### src/rtl/la_readout.sv
// Logic-analyzer readout: arms the capture core, waits for it to finish, then streams the
// circular capture buffer out of BRAM oldest-first through a 2-entry skid FIFO.
module la_readout #(
  parameter int unsigned CAPTURE_WIDTH = 32,
  parameter int unsigned CAPTURE_DEPTH = 10
) (
  input  logic                     clk,
  input  logic                     rst,
  input  logic                     i_start,
  input  logic                     i_abort,
  output logic                     o_la_enable,
  input  logic                     i_finished,
  input  logic [31:0]              i_capture_start,
  output logic [31:0]              o_bram_addr,
  input  logic [CAPTURE_WIDTH-1:0] i_bram_data,
  output logic [CAPTURE_WIDTH-1:0] o_data,
  output logic                     o_valid,
  input  logic                     i_ready,
  output logic                     o_last,
  output logic                     o_busy,
  output logic                     o_done,
  output logic [31:0]              o_count
);

  localparam logic [CAPTURE_DEPTH:0]   NumWords  = {1'b1, {CAPTURE_DEPTH{1'b0}}};
  localparam logic [CAPTURE_DEPTH:0]   LastIssue = {1'b0, {CAPTURE_DEPTH{1'b1}}};
  localparam logic [CAPTURE_DEPTH:0]   IssueOne  = {{CAPTURE_DEPTH{1'b0}}, 1'b1};
  localparam logic [CAPTURE_DEPTH-1:0] AddrOne   = IssueOne[CAPTURE_DEPTH-1:0];
  localparam logic [31:0]              LastIdx   = 32'(LastIssue);

  typedef enum logic [1:0] {StIdle, StWaitFin, StRead, StDone} state_e;

  state_e                   state_q, state_d;
  logic [CAPTURE_DEPTH-1:0] addr_q, addr_d;       // address of the next read to issue
  logic [CAPTURE_DEPTH:0]   issued_q, issued_d;
  logic                     inflight_q, inflight_d; // BRAM data for last cycle's read is on the bus
  logic [CAPTURE_WIDTH-1:0] fifo_q [2];
  logic [CAPTURE_WIDTH-1:0] fifo_d [2];
  logic                     wr_ptr_q, wr_ptr_d;
  logic                     rd_ptr_q, rd_ptr_d;
  logic [1:0]               occ_q, occ_d;
  logic [31:0]              count_q, count_d;
  logic                     done_q, done_d;

  logic       pop;
  logic       push;
  logic       issue;
  logic [1:0] occ_after_pop;
  logic [1:0] committed;

  // Only the low CAPTURE_DEPTH bits of the start index address the buffer.
  logic unused_start_bits;
  assign unused_start_bits = ^i_capture_start[31:CAPTURE_DEPTH];

  // Next-state logic: FSM, read issue with FIFO credit check, FIFO and counters.
  always_comb begin
    state_d    = state_q;
    addr_d     = addr_q;
    issued_d   = issued_q;
    inflight_d = 1'b0;
    fifo_d     = fifo_q;
    wr_ptr_d   = wr_ptr_q;
    rd_ptr_d   = rd_ptr_q;
    occ_d      = occ_q;
    count_d    = count_q;
    done_d     = 1'b0;

    pop           = (occ_q != 2'd0) && i_ready;
    push          = inflight_q;
    occ_after_pop = occ_q - {1'b0, pop};
    committed     = occ_after_pop + {1'b0, inflight_q};
    // Only issue when the returning word is guaranteed a FIFO slot.
    issue         = (state_q == StRead) && (issued_q != NumWords) && (committed < 2'd2);

    if (push) begin
      fifo_d[wr_ptr_q] = i_bram_data;
      wr_ptr_d         = ~wr_ptr_q;
    end
    if (pop) begin
      rd_ptr_d = ~rd_ptr_q;
      count_d  = count_q + 32'd1;
    end
    occ_d = occ_q + {1'b0, push} - {1'b0, pop};

    if (issue) begin
      inflight_d = 1'b1;
      issued_d   = issued_q + IssueOne;
      // Keep the final address on the bus rather than wrapping back to the start.
      if (issued_q != LastIssue) begin
        addr_d = addr_q + AddrOne;
      end
    end

    unique case (state_q)
      StIdle: begin
        if (i_start) begin
          state_d = StWaitFin;
          count_d = '0;
        end
      end
      StWaitFin: begin
        if (i_finished) begin
          state_d    = StRead;
          addr_d     = i_capture_start[CAPTURE_DEPTH-1:0];
          issued_d   = '0;
          inflight_d = 1'b0;
          count_d    = '0;
        end
      end
      StRead: begin
        if ((issued_q == NumWords) && (occ_q == 2'd0) && !inflight_q) begin
          state_d = StDone;
          done_d  = 1'b1;
        end
      end
      StDone: begin
        if (!i_finished) begin
          state_d = StIdle;
        end
      end
      default: state_d = StIdle;
    endcase

    // Abort overrides everything: drop buffered and in-flight data, no done pulse.
    if (i_abort) begin
      state_d    = StIdle;
      done_d     = 1'b0;
      inflight_d = 1'b0;
      occ_d      = 2'd0;
      wr_ptr_d   = 1'b0;
      rd_ptr_d   = 1'b0;
    end
  end

  // State registers with synchronous active-low reset.
  always_ff @(posedge clk) begin
    if (!rst) begin
      state_q    <= StIdle;
      addr_q     <= '0;
      issued_q   <= '0;
      inflight_q <= 1'b0;
      fifo_q[0]  <= '0;
      fifo_q[1]  <= '0;
      wr_ptr_q   <= 1'b0;
      rd_ptr_q   <= 1'b0;
      occ_q      <= 2'd0;
      count_q    <= '0;
      done_q     <= 1'b0;
    end else begin
      state_q    <= state_d;
      addr_q     <= addr_d;
      issued_q   <= issued_d;
      inflight_q <= inflight_d;
      fifo_q     <= fifo_d;
      wr_ptr_q   <= wr_ptr_d;
      rd_ptr_q   <= rd_ptr_d;
      occ_q      <= occ_d;
      count_q    <= count_d;
      done_q     <= done_d;
    end
  end

  // Outputs decoded from registered state; the head's index equals the transfer count.
  always_comb begin
    o_la_enable = (state_q == StWaitFin) || (state_q == StRead);
    o_busy      = (state_q != StIdle);
    o_done      = done_q;
    o_valid     = (occ_q != 2'd0);
    o_data      = fifo_q[rd_ptr_q];
    o_last      = o_valid && (count_q == LastIdx);
    o_count     = count_q;
    o_bram_addr = 32'(addr_q);
  end

endmodule

### config.mk
export PLATFORM = sky130hd
export DESIGN_NAME = la_readout
export DESIGN_NICKNAME = d
export VERILOG_FILES = /design/src/rtl/la_readout.sv
export SDC_FILE = /design/constraint.sdc
export NUM_CORES = 1
export LEC_CHECK = 0
export ABC_CLOCK_PERIOD_IN_PS = 2650
export BUFFER_PORTS_ARGS = -buffer_cell sky130_fd_sc_hd__buf_2
export CORE_MARGIN = 5
export CORE_UTILIZATION = 30
export DETAILED_ROUTE_END_ITERATION = 10
export MAX_ROUTING_LAYER = met4
export PLACE_DENSITY_LB_ADDON = 0.05
export SYNTH_ARGS = -nofsm -noshare
export SYNTH_HDL_FRONTEND = slang
export SYNTH_SLANG_ARGS = --single-unit
### constraint.sdc
create_clock -name clk -period 2.65 [get_ports clk]
set_clock_uncertainty 0.2 [all_clocks]
set_input_delay 0.53 -clock clk [delete_from_list [all_inputs] [get_ports clk]]
set_output_delay 0.53 -clock clk [all_outputs]
set_load 0.005 [all_outputs]
Word level (Yosys, flattened, before mapping)
Index checks and enable logic that the tools add are counted.
{"block": "op_classes", "bitwise": 6, "eq_ne": 11, "n_shift": 0, "multipliers": 0, "magnitude_cmp": 4, "n_addsub": 7, "reduce_logical": 16, "mux": 26, "div": 0}
{"op": "32-bit 2-to-1 mux", "count": 7}
{"op": "64-bit bitwise mux", "count": 1}
{"op": "32-bit case mux with 2 select lines", "count": 1}
{"op": "10-bit 2-to-1 mux", "count": 4}
{"op": "11-bit 2-to-1 mux", "count": 3}
{"op": "32-bit by 1-bit adder with 32-bit output (second input constant)", "count": 1}
{"op": "32-bit demux with 1-bit select", "count": 1}
{"op": "32-bit by 10-bit == test with 1-bit output (second input constant)", "count": 1}
{"op": "11-bit by 1-bit adder with 11-bit output (second input constant)", "count": 1}
{"op": "11-bit == test (second input constant)", "count": 1}
{"op": "11-bit by 10-bit inequality test with 1-bit output (second input constant)", "count": 1}
{"op": "11-bit inequality test (second input constant)", "count": 1}
{"op": "10-bit by 1-bit adder with 10-bit output (second input constant)", "count": 1}
{"op": "2-bit 2-to-1 mux", "count": 4}
{"op": "2-bit case mux with 4 select lines", "count": 1}
{"op": "1-bit logical AND", "count": 7}
{"op": "2-bit inequality test (second input constant)", "count": 3}
{"op": "2-bit by 1-bit adder with 2-bit output", "count": 2}
{"op": "2-bit == test (second input constant)", "count": 2}
{"op": "2-bit >= comparator (second input constant)", "count": 2}
{"op": "2-bit zero test", "count": 2}
{"op": "1-bit 2-to-1 mux", "count": 4}
{"op": "1-bit NOT", "count": 4}
{"op": "1-bit NOT with 2-bit output", "count": 2}
{"op": "other kinds (11)", "count": 13}
{"block": "totals", "output_inout_bits": 101, "ramBits": 0, "n_memories": 0, "mem_bits_ro": 0, "inputBits": 70, "latch_bits": 0, "ff_bits": 125, "wordCells": 81}

Longest topological paths before layout
Gate-level depths: netlist of the first run.
{"block": "depth", "ltp_word": 9, "mapped_depth": 12}

Worst setup path after synthesis of the first run
No wires, ideal clock.
{"block": "synth_timing", "path_kind": "in2reg", "from": "in i_ready", "to": "reg addr_q[6]", "arrival_ns": 2.562, "n_path_buf": 2, "setup_slack_ns": -0.187, "setup_time_ns": 0.074, "cell_stages": 12, "required_time_ns": 2.376, "path_cell_list": "o21ai_2 -> inv_1 -> ha_1 -> inv_1 -> ha_1 -> xnor3_2 -> and2_4 -> buf_6 -> nand2_4 -> buf_6 -> or4_1 -> a31oi_1"}
{"block": "synth_via", "elab_chain_cells": 8}
{"element": "from (decl)", "line": "18", "rtl": "input logic i_ready,"}
{"element": "1-bit logical AND (*)", "line": "68", "rtl": "pop = (occ_q != 2'd0) && i_ready;"}
{"element": "named net pop", "line": "45", "rtl": "logic pop;"}
{"element": "2-bit by 1-bit subtractor with 2-bit output (*)", "line": "70", "rtl": "occ_after_pop = occ_q - {1'b0, pop};"}
{"element": "2-bit by 1-bit adder with 2-bit output (*)", "line": "71", "rtl": "committed = occ_after_pop + {1'b0, inflight_q};"}
{"element": "2-bit less-than comparator (*)", "line": "73", "rtl": "issue = (state_q == StRead) && (issued_q != NumWords) && (committed < 2'd2);"}
{"element": "1-bit logical AND (*)", "line": "73"}
{"element": "10-bit 2-to-1 mux (*)", "line": "85", "rtl": "if (issue) begin"}
{"element": "10-bit 2-to-1 mux", "line": "102", "rtl": "if (i_finished) begin"}
{"element": "10-bit 2-to-1 mux (*)", "line": "94", "rtl": "unique case (state_q)"}
{"element": "to (signal assigned)", "line": "151", "rtl": "addr_q <= addr_d;"}
{"element": "to (decl)", "line": "34", "rtl": "logic [CAPTURE_DEPTH-1:0] addr_q, addr_d;"}
Mark *: on every way through the listed nets, which the timed path passes. The rest lies on a longest branch.
A chain may end at the register's enable or synchronous reset.

Final worst setup path of the first run
{"block": "layout_timing", "from": "reg occ_q[1]", "to": "reg addr_q[7]"}
{"block": "layout_via", "elab_chain_cells": 9}
{"element": "from (decl)", "line": "41", "rtl": "logic [1:0] occ_q, occ_d;"}
{"element": "from (signal assigned)", "line": "146", "rtl": "occ_q <= 2'd0;"}
{"element": "from (signal assigned)", "line": "157", "rtl": "occ_q <= occ_d;"}
{"element": "2-bit nonzero test (*)", "line": "68"}
{"element": "1-bit logical AND (*)", "line": "68"}
{"element": "named net pop", "line": "45"}
{"element": "2-bit by 1-bit subtractor with 2-bit output (*)", "line": "70"}
{"element": "2-bit by 1-bit adder with 2-bit output (*)", "line": "71"}
{"element": "2-bit less-than comparator (*)", "line": "73"}
{"element": "1-bit logical AND (*)", "line": "73"}
{"element": "10-bit 2-to-1 mux (*)", "line": "85"}
{"element": "10-bit 2-to-1 mux", "line": "102"}
{"element": "10-bit 2-to-1 mux (*)", "line": "94"}
Marks and branches as above.

==> metrics.md, run 1 <==
| Metric | Value |
|---|---|
| CTS root buffer | clkbuf_16 |
| Post-CTS setup buffers | 0 |
| Max stage delay on crit path | 0.51 ns |
| Io pins | roughly 170 |
| Fill cell count | 2011 |
| DR vias/cell | 4.65 |
| GPL Wtd Cong | 0.813 |
| Global-route wire length before repair | 26.5 mm |
| Reg-to-reg setup timing slack | 0.14 ns |
| Pre-antenna DRT Iters | 4 |
| WL per Instance | around 15 um |
| Post-Route WL | 16.3 mm |
| Initial DRC count | about 220 |
| Htree depth | 4 |
| Period utilisation layout | between 90 and 100% |
| Top cells by area, synth | dfxtp_1 42%, nand2_1 9.6%, a21boi_0 8.1%, mux2_2 6.1%, xor2_1 3.2% |
| # clock sinks | 125 |
| Tot Pwr | 0.00432 W |
| Slew margin rel. | 67.0% |
| Util after Layout | between 30% and 40% |
| Max Slew Vio Count | 0 |
| Simple-Gate Fraction of Synth Area | between 20 and 25% |
| FF+latch count, synth | ~130 |
| P_leak | 2.92 nW |
| Port Buffers | 126 |
| Via count of the first global-routing pass | 5217 |
| Commonest non-fill, non-tap cell in the layout | nand2_1 |
| Worst setup EP type | flip-flop |
| Adder-Cell Fraction of Synth Area | 2.11% |
| Max clock buf depth | 2 |
| Die Ht | about 150 um |
| Total grt overflow | 0 |
| Final setup viols | 0 |
| Crit-path cells | o21ai_4 -> inv_2 -> ha_1 -> inv_1 -> ha_1 -> xnor3_2 -> and2_4 -> nand2_4 -> or4_1 -> a31oi_1 |
| HPWL Detailed | around 11 mm |
| Mean Syn Cell Area | 8.47 sq um |
| Main combinational cell family by area after synthesis | simple AND/OR/NAND/NOR gates |
| Post-layout min period | 2.51 ns |
| Netlist cell types | between 40 and 50 |
| CTS buffer count | 17 |
| Crit path kind | flip-flop to flip-flop |
| Clock Latency Late Sink | 0.40 ns |
| Reg area | 2500 sq um |
| Worst-Margin Slew | 0.488 ns |
| Synth Instances | 701 |
| Share of layout cells above drive strength 1 | between 20% and 30% |
| Number of max-cap violations | 0 |
| Die width | approximately 150 um |
| PwrDens | 582 nW/um^2 |
| Initial Utilization | 30.5% |
| Req. time, crit path | ~2.8 ns |
| Outcome | finished clean |
| DRC viols | 0 |
| Post-Synth XOR/XNOR Area | roughly 6.0% |
| ANT nets after route | 0 |
| Highest-delay cell along the critical path | or4_1 |
| VDD IR max | 0.438 mV |
| Die ar. | ~23000 sq um |
| Dpl cells | 1074 |
| Via count | 5143 |
| Post-synthesis mux area share | 6.41% |
| Cell Rows | 51 |
| Post-Synthesis Cell Area | 5930 sq um |
| Pin count of the biggest net entering global routing | 40 |
| Post-synth top area cell | dfxtp_1 |
| Compound-Gate Fraction of Synth Area | 12.7% |
| CP Launch Type | flip-flop |
| Final Hold Vio Count | 0 |
| Worst hold path type | input pin to flip-flop |
| Number of synthesis warnings | 0 |
| Total core area | 19500 sq um |
| Initial antenna violation count | 2 |
| Total Nets Final | 908 |
| Crit-path max FO | 8 |
| Highest clock rate | 399 MHz |
| Multi-input gate area | 3170 sq um |
| Number of synthesized flops with an enable pin | 0 |
| RSZ-0062 raised after global routing | false |
| Ys flop type | dfxtp_1 |
| Non-Filler Instances | 1105 |
| Most frequent cells in the layout | 150 x nand2_1, 126 x buf_2, 124 x dfxtp_1, 64 x a21boi_0, 48 x nor2_1 |
| Arr. time, crit path | 2.63 ns |
| Most frequent CP cell | ha_1 |
| Area Growth Syn to Fin | 25.1% |
| GRT Total Usage | 15.2% |
| Clock transition at path regs | about 0.05 ns |
| Register area share after synthesis | 42.2% |
| Async SR Flop Fraction | 0% |
| TritonCTS clock tree | done |
| Synth top area share | 42.2% |
## area by class of cell
type	instances	share of cell area (%)
Antenna cell	2	0.0674
Clock buffer	21	6.34
Clock inverter	8	1.25
Inverter	12	0.607
Multi-Input combinational cell	524	42.7
Sequential cell	125	33.7
Tap cell	265	4.47
Timing Repair Buffer	148	10.9
## worst max-delay path: cells and delay by family, from the launching register on
kind            cells  cell delay [ns]
compound gates      2             0.35
buf+inv             2             0.09
xor+xnor            1             0.26
fa+ha+maj           2             0.43
simple gates        3             0.76
flops               1             0.34
## registers in the layout, indices dropped and copies added (netlist names)
signal      flops
issued_q       11
fifo_q         64
wr_ptr_q        1
o_done          1
state_q         2
rd_ptr_q        1
occ_q           2
o_count        32
addr_q         10
inflight_q      1
## cell usage after synthesis (2+ instances only)
library cell / number
or4_1: 4
or3_1: 7
nor3_1: 8
ha_1: 10
a31oi_1: 4
a21boi_0: 64
and3_1: 4
nor2b_1: 4
mux2_2: 32
or2_2: 3
o21ai_0: 17
nand2b_1: 3
clkbuf_1: 36
a21oi_1: 16
nand4_1: 25
nand2_1: 151
nor4b_1: 3
mux2i_1: 2
nand3_1: 21
dfxtp_1: 125
xnor2_1: 16
nor2_1: 48
inv_1: 12
buf_6: 2
and2_1: 4
o31ai_1: 4
nor4_1: 12
xor2_1: 22
and4_1: 4
buf_4: 22
## per-stage QoR
| step | instance area (sq um) | setup slack (ns) | hold WS (ns) | TNS [ns] |
|---|---|---|---|---|
| after detailed placement | 6850 | -0.0490 | 0.256 | -0.315 |
| after global placement | 6850 | -0.0440 | 0.245 | -0.255 |
| after CTS | 7410 | 0.129 | 0.160 | 0 |
| after global routing | 7420 | 0.00980 | 0.173 | 0 |
| after floorplan | 6020 | -0.0772 | 0.240 | -0.231 |
| final | 7420 | 0.143 | 0.186 | 0 |
## final timing paths
kind                      startpoint                      end  cells past startpoint
max              occ_q[1]$_SDFF_PP0_     addr_q[7]$_SDFF_PN0_                     10
min                  i_bram_data[12]  fifo_q[44]$_SDFFE_PN0P_                      3
max reg2reg      occ_q[1]$_SDFF_PP0_     addr_q[7]$_SDFF_PN0_                     10
min reg2reg  fifo_q[34]$_SDFFE_PN0P_  fifo_q[34]$_SDFFE_PN0P_                      2
## metal layers
metal	vias to the layer above	track usage [%]	part of all wire [%]
met4	0	5.58	1.0
li1	2610	-	-
met3	10	3.94	5.2
met2	125	24.3	48
met1	2398	18.6	46
met5	-	-	0
## repair_timing
| action | CTS | global route |
|---|---|---|
| gates resized for setup | 0 | 2 |
| hold buffers | 0 | 0 |
| setup endpoints to repair | 0 | 3 |
| endpoints found under the hold margin | 0 | 0 |
## report_power, final
group          internal (W)  leakage [nW]  switching [W]
clock network       0.00143         0.280       0.000801
logic             0.0000752          1.63       0.000102
registers           0.00189          1.01      0.0000128
total               0.00340          2.92       0.000916
## logic make-up (layout without fill, tap and decap cells)
logic type / count (synthesis) / in the layout
simple gates: 307 / 307
flops: 125 / 125
compound gates: 112 / 112
buf+inv: 73 / 189
xor+xnor: 39 / 39
mux: 34 / 34
fa+ha+maj: 10 / 10
other cells: 1 / 24
No activity file was read; power rests on OpenSTA's default activity.
==> inputs of run 2 (changes only) <==
--- a/config.mk
+++ b/config.mk
@@ -11,7 +11,7 @@
 export CORE_UTILIZATION = 30
 export DETAILED_ROUTE_END_ITERATION = 10
 export MAX_ROUTING_LAYER = met4
-export PLACE_DENSITY_LB_ADDON = 0.05
+export PLACE_DENSITY = 0.58
 export SYNTH_ARGS = -nofsm -noshare
 export SYNTH_HDL_FRONTEND = slang
 export SYNTH_SLANG_ARGS = --single-unit
==> metrics.md, run 2 (synthesis results as in run 1) <==
| Metric | Value |
|---|---|
| Util after Layout | 38.7% |
| Via count | 5126 |
| Pre-antenna DRT Iters | 4 |
| WL per Instance | 13.8 um |
| Worst hold path type | input pin to flip-flop |
| Period utilisation layout | 93.8% |
| RR Startpoint | occ_q[1]$_SDFF_PP0_ |
| Number of max-cap violations | 0 |
| Initial antenna violation count | 1 |
| Switch Pwr | slightly below 0.001 W |
| Req. time, crit path | 2.79 ns |
| Outcome | finished clean |
| Die Ht | 151 um |
| Clock transition at path regs | ~0.060 ns |
| Non-Filler Instances | around 1.1k |
| Clock power frac | 55.9% |
| Met2 Use GR | between 20% and 30% |
| GRT Total Usage | 13.9% |
| Cell Rows | 51 |
| Reg-to-reg setup timing slack | 0.16 ns |
| Initial Utilization | 30.5% |
| Arr. time, crit path | 2.63 ns |
| Post-layout min period | 2.49 ns |
| Hold Slack | ~0.17 ns |
| Part of the power in combinational logic | under 10% |
| Reg area | 2500 sq um |
| Worst setup EP type | flip-flop |
| FF-to-FF End | addr_q[8]$_SDFF_PN0_ |
| Final setup viols | 0 |
| HPWL Detailed | 10.4 mm |
| Htree depth | 4 |
| Fill cell count | around 2.0k |
| Multi-input gate area | between 3000 and 4000 sq um |
| Initial DRC count | 188 |
| Area Growth Syn to Fin | 26.9% |
| RSZ-0062 raised after global routing | false |
| Crit-path max FO | 9 |
| Busiest grt layer | met2 |
| Critical path endpoint | addr_q[8]$_SDFF_PN0_ |
| Sw Share | roughly a fifth |
| Met3 usage | 4.18% |
| P_leak | 2.96 nW |
| Commonest non-fill, non-tap cell in the layout | nand2_1 |
| Most frequent cells in the layout | 150 x nand2_1, 126 x buf_2, 125 x dfxtp_1, 64 x a21boi_0, 48 x nor2_1 |
| GPL Wtd Cong | 0.827 |
| # hold bufs at CTS | 0 |
| Final Hold Vio Count | 0 |
| Critical Path Start | occ_q[1]$_SDFF_PP0_ |
| DR vias/cell | 4.63 |
| VDD IR max | 0.408 mV |
| Largest register FFs | 64 |
| Pin count of the biggest net entering global routing | 71 |
| DRC viols | 0 |
| Crit path kind | flip-flop to flip-flop |
| Die ar. | between 20000 and 25000 sq um |
| Dpl cells | about 1.1k |
| Max Slew Vio Count | 0 |
| Met1 Track Usage GR | ~18% |
| Tot Pwr | 0.00473 W |
| Post-Route WL | 15.3 mm |
| Total Nets Final | approximately 900 |
| ANT nets after route | 0 |
| Share of layout cells above drive strength 1 | 26.8% |
| Worst r2r path cells | 10 |
| Highest clock rate | 402 MHz |
| Clock Latency Late Sink | 0.41 ns |
| Total core area | 19500 sq um |
| Via count of the first global-routing pass | 4811 |
| Die width | 151 um |
| # clock sinks | 125 |
| Io pins | 171 |
| Register share of total power | around two fifths |
| CTS root buffer | clkbuf_16 |
| Reg with most FFs | fifo_q |
| Internal Power | 0.00376 W |
| Total grt overflow | 0 |
| TritonCTS clock tree | done |
| Global-route wire length before repair | about 24 mm |
| Port Buffers | 126 |
| Max clock buf depth | 2 |
| CP Launch Type | flip-flop |
| CTS buffer count | 17 |
| PwrDens | 627 nW/um^2 |
-- run 2: cell count changes in the layout (fill, tap and decap cells not counted), moves of 2 or more --
cell	change
bufinv_16	+3
clkinv_2	-5
nor4_2	-2
nor4b_2	+2
clkinvlp_4	+3
nor4_1	+2
clkbuf_8	+2
nor4b_1	-2
-- run 2: final cells by class --
type                       count  area share (%)
clock buffer                  23            6.61
sequential                   125            33.2
timing repair buffer         147            10.6
multi-input combinational    524            42.1
clock inverter                 9            2.39
antenna                        1          0.0332
inverter                      12           0.598
tap                          265            4.40
-- run 2: stage by stage --
stage | setup TNS [ns] | cell area (sq um) | setup slack (ns)
2_1_floorplan | -0.231 | 6020 | -0.0772
3_3_place_gp | -0.0735 | 6830 | -0.0374
3_5_place_dp | -0.0748 | 6830 | -0.0213
4_1_cts | 0 | 7510 | 0.155
5_1_grt | 0 | 7530 | 0.0227
6_report | 0 | 7530 | 0.164
-- run 2: power groups by stage --
stage	Clock, W	Combinational [W]	Sequential, W
floorplan	0	0.000114	0.00194
global placement	0	0.000181	0.00195
detailed placement	0	0.000179	0.00195
CTS	0.00272	0.000180	0.00190
global route	0.00280	0.000201	0.00191
finish	0.00264	0.000177	0.00190
-- run 2: worst min-delay path by stage --
stage / from / to / depth (start not counted) / slack [ns]
floorplan: fifo_q[21]$_SDFFE_PN0P_ / fifo_q[21]$_SDFFE_PN0P_ / 2 / 0.24
global placement: fifo_q[4]$_SDFFE_PN0P_ / fifo_q[4]$_SDFFE_PN0P_ / 2 / 0.25
detailed placement: fifo_q[31]$_SDFFE_PN0P_ / fifo_q[31]$_SDFFE_PN0P_ / 2 / 0.25
CTS: i_bram_data[11] / fifo_q[11]$_SDFFE_PN0P_ / 3 / 0.15
global route: i_bram_data[6] / fifo_q[6]$_SDFFE_PN0P_ / 3 / 0.16
finish: i_bram_data[11] / fifo_q[11]$_SDFFE_PN0P_ / 3 / 0.17
-- run 2: what timing repair did --
action | 4_1_cts | 5_1_grt
endpoints found under the setup margin | 0 | 3
resized for setup | 0 | 4
buffers inserted | 0 | 0
-- run 2: per-layer routing --
metal	part of all wire, %	routed length [um]
met1	48	7390
met2	45	6920
met3	5.5	847
met4	0.90	137
met5	0	0
-- run 2: critical path, stage by stage, from the launching register on --
cell and delay (ns):
dfxtp_1 0.35, o21ai_4 0.17, inv_2 0.05, ha_1 0.26, inv_1 0.04, ha_1 0.17, xnor3_2 0.26, and2_4 0.17
nand2_4 0.08, or4b_1 0.52, a31oi_1 0.16
==> inputs of run 3 (changes only) <==
--- a/config.mk
+++ b/config.mk
@@ -8,10 +8,11 @@
 export ABC_CLOCK_PERIOD_IN_PS = 2650
 export BUFFER_PORTS_ARGS = -buffer_cell sky130_fd_sc_hd__buf_2
 export CORE_MARGIN = 5
-export CORE_UTILIZATION = 30
+export CORE_UTILIZATION = 47
+export CTS_CLUSTER_DIAMETER = 50
 export DETAILED_ROUTE_END_ITERATION = 10
 export MAX_ROUTING_LAYER = met4
-export PLACE_DENSITY = 0.58
+export PLACE_DENSITY = 0.76
 export SYNTH_ARGS = -nofsm -noshare
 export SYNTH_HDL_FRONTEND = slang
 export SYNTH_SLANG_ARGS = --single-unit
==> metrics.md, run 3 (synthesis results as in run 1) <==
| Metric | Value |
|---|---|
| Initial Utilization | 47.4% |
| Crit path kind | flip-flop to flip-flop |
| Via count | 5199 |
| Max stage delay on crit path | 0.46 ns |
| Post-Route WL | roughly 14 mm |
| GPL Wtd Cong | 0.846 |
| Number of max-cap violations | 0 |
| DR WL met3 | 900 um |
| Worst slack, placed | -0.0463 ns |
| Crit-path cells | o21ai_4 -> inv_2 -> ha_1 -> inv_1 -> ha_1 -> xnor3_2 -> nand2_1 -> nor4_1 -> xnor2_1 -> a21oi_1 |
| Die width | 122 um |
| Cell family with most CP delay | simple AND/OR/NAND/NOR gates |
| # hold bufs at CTS | 0 |
| WL met1 | between 6 and 7 mm |
| CTS root buffer | clkbuf_16 |
| Total Nets Final | 904 |
| Die ar. | 15000 sq um |
| Outcome | finished clean |
| Commonest non-fill, non-tap cell in the layout | nand2_1 |
| Crit-path max FO | 8 |
| Resized cells post-CTS | 0 |
| Worst setup EP type | flip-flop |
| DRC viols | 0 |
| Clock Latency Late Sink | about 0.4 ns |
| Worst hold path type | input pin to flip-flop |
| P_leak | roughly 3 nW |
| Arr. time, crit path | 2.59 ns |
| Pin count of the biggest net entering global routing | just under 80 |
| HPWL Detailed | between 9 and 10 mm |
| Total core area | 12500 sq um |
| DR vias/cell | 5.15 |
| WL per Instance | 14.3 um |
| Multi-input gate area | approximately 3200 sq um |
| Most frequent cells in the layout | 151 x nand2_1, 126 x buf_2, 124 x dfxtp_1, 64 x a21boi_0, 48 x nor2_1 |
| Port Buffers | 126 |
| Highest-delay cell along the critical path | nor4_1 |
| Initial DRC count | about 360 |
| Htree depth | 4 |
| Buf/Inv on CP | 2 |
| Period utilisation layout | 94.3% |
| CTS buffer count | 17 |
| Final setup viols | 0 |
| Highest metal used | met4 |
| Die Ht | 122 um |
| Worst-Margin Slew | approximately 0.54 ns |
| Max clock buf depth | 2 |
| Design Area, Final | 7370 sq um |
| Reg-to-reg setup timing slack | 0.15 ns |
| Post-DP Area | ~6700 sq um |
| CP Launch Type | flip-flop |
| ANT nets after route | 0 |
| Fill cell count | 1180 |
| Total grt overflow | 0 |
| Cell Rows | 41 |
| Global-route wire length before repair | between 20 and 25 mm |
| Post-CTS setup buffers | 0 |
| GRT Total Usage | 20.3% |
| Largest register FFs | 64 |
| Pre-antenna DRT Iters | 4 |
| Req. time, crit path | between 2 and 3 ns |
| TNS Setup | 0 ns |
| Slew margin rel. | ~64% |
| Met2 WL | around 6.9 mm |
| Initial antenna violation count | 1 |
| Reg with most FFs | fifo_q |
| # clock sinks | 125 |
| Most frequent CP cell | ha_1 |
| PwrDens | 618 nW/um^2 |
| Share of layout cells above drive strength 1 | 26.4% |
| Final Hold Vio Count | 0 |
| Tot Pwr | 0.00455 W |
| VDD IR max | 0.403 mV |
| Area Growth Syn to Fin | 24.1% |
| Io pins | between 150 and 200 |
| Clock transition at path regs | 0.06 ns |
| TritonCTS clock tree | done |
| Max Slew Vio Count | 0 |
| Highest clock rate | 400 MHz |
| Final WS setup | around 0.15 ns |
| Post-layout min period | roughly 2.5 ns |
| Via count of the first global-routing pass | ~4.8k |
| Reg area | between 2000 and 3000 sq um |
| Hold Slack | 0.173 ns |
[run 3: cell count changes in the layout (fill, tap and decap cells not counted), moves of 2 or more]
cell | previous run | this run
buf_4 | 20 | 15
clkinv_2 | 0 | 3
buf_12 | 1 | 3
clkbuf_8 | 5 | 3
[run 3: routing by layer]
layer,vias to the layer above,track usage (%)
li1,2608,-
met1,2417,24.7
met2,157,32.5
met3,17,5.76
met4,0,6.58
met5,-,-
[run 3: final cells by class]
| class | count | area share [%] |
|---|---|---|
| inverter | 12 | 0.612 |
| multi-input combinational | 524 | 43.0 |
| sequential | 125 | 34.0 |
| clock inverter | 11 | 2.24 |
| timing repair buffer | 144 | 10.9 |
| tap | 172 | 2.92 |
| antenna | 1 | 0.0340 |
| clock buffer | 20 | 6.34 |
[run 3: worst reg2reg max path, delay by kind of cell, from the launching register on]
kind	cells	cell delay, ns
AND/OR/NAND/NOR	2	0.66
adder cells (fa/ha/maj)	2	0.44
XOR/XNOR	2	0.42
flip-flops	1	0.34
AO/OA/AOI/OAI	2	0.23
buffers and inverters	2	0.09
[run 3: path summary, 6_finish.rpt]
kind	startpoint	endpoint	depth (start not counted)
setup reg to reg	occ_q[1]$_SDFF_PP0_	addr_q[9]$_SDFF_PN0_	10
hold reg to reg	fifo_q[62]$_SDFFE_PN0P_	fifo_q[62]$_SDFFE_PN0P_	2
setup / recovery	occ_q[1]$_SDFF_PP0_	addr_q[9]$_SDFF_PN0_	10
hold / removal	i_bram_data[27]	fifo_q[59]$_SDFFE_PN0P_	3
[run 3: through the flow]
step	utilization, %	instances
2_1_floorplan	-	722
3_3_place_gp	53.7	977
3_5_place_dp	53.7	977
4_1_cts	58.7	1008
5_1_grt	58.8	1009
6_report	58.8	1009
[run 3: power by group]
part           total [W]  internal (W)  switching [W]
Combinational   0.000172     0.0000747      0.0000977
Clock            0.00247       0.00164       0.000834
Sequential       0.00190       0.00189      0.0000123
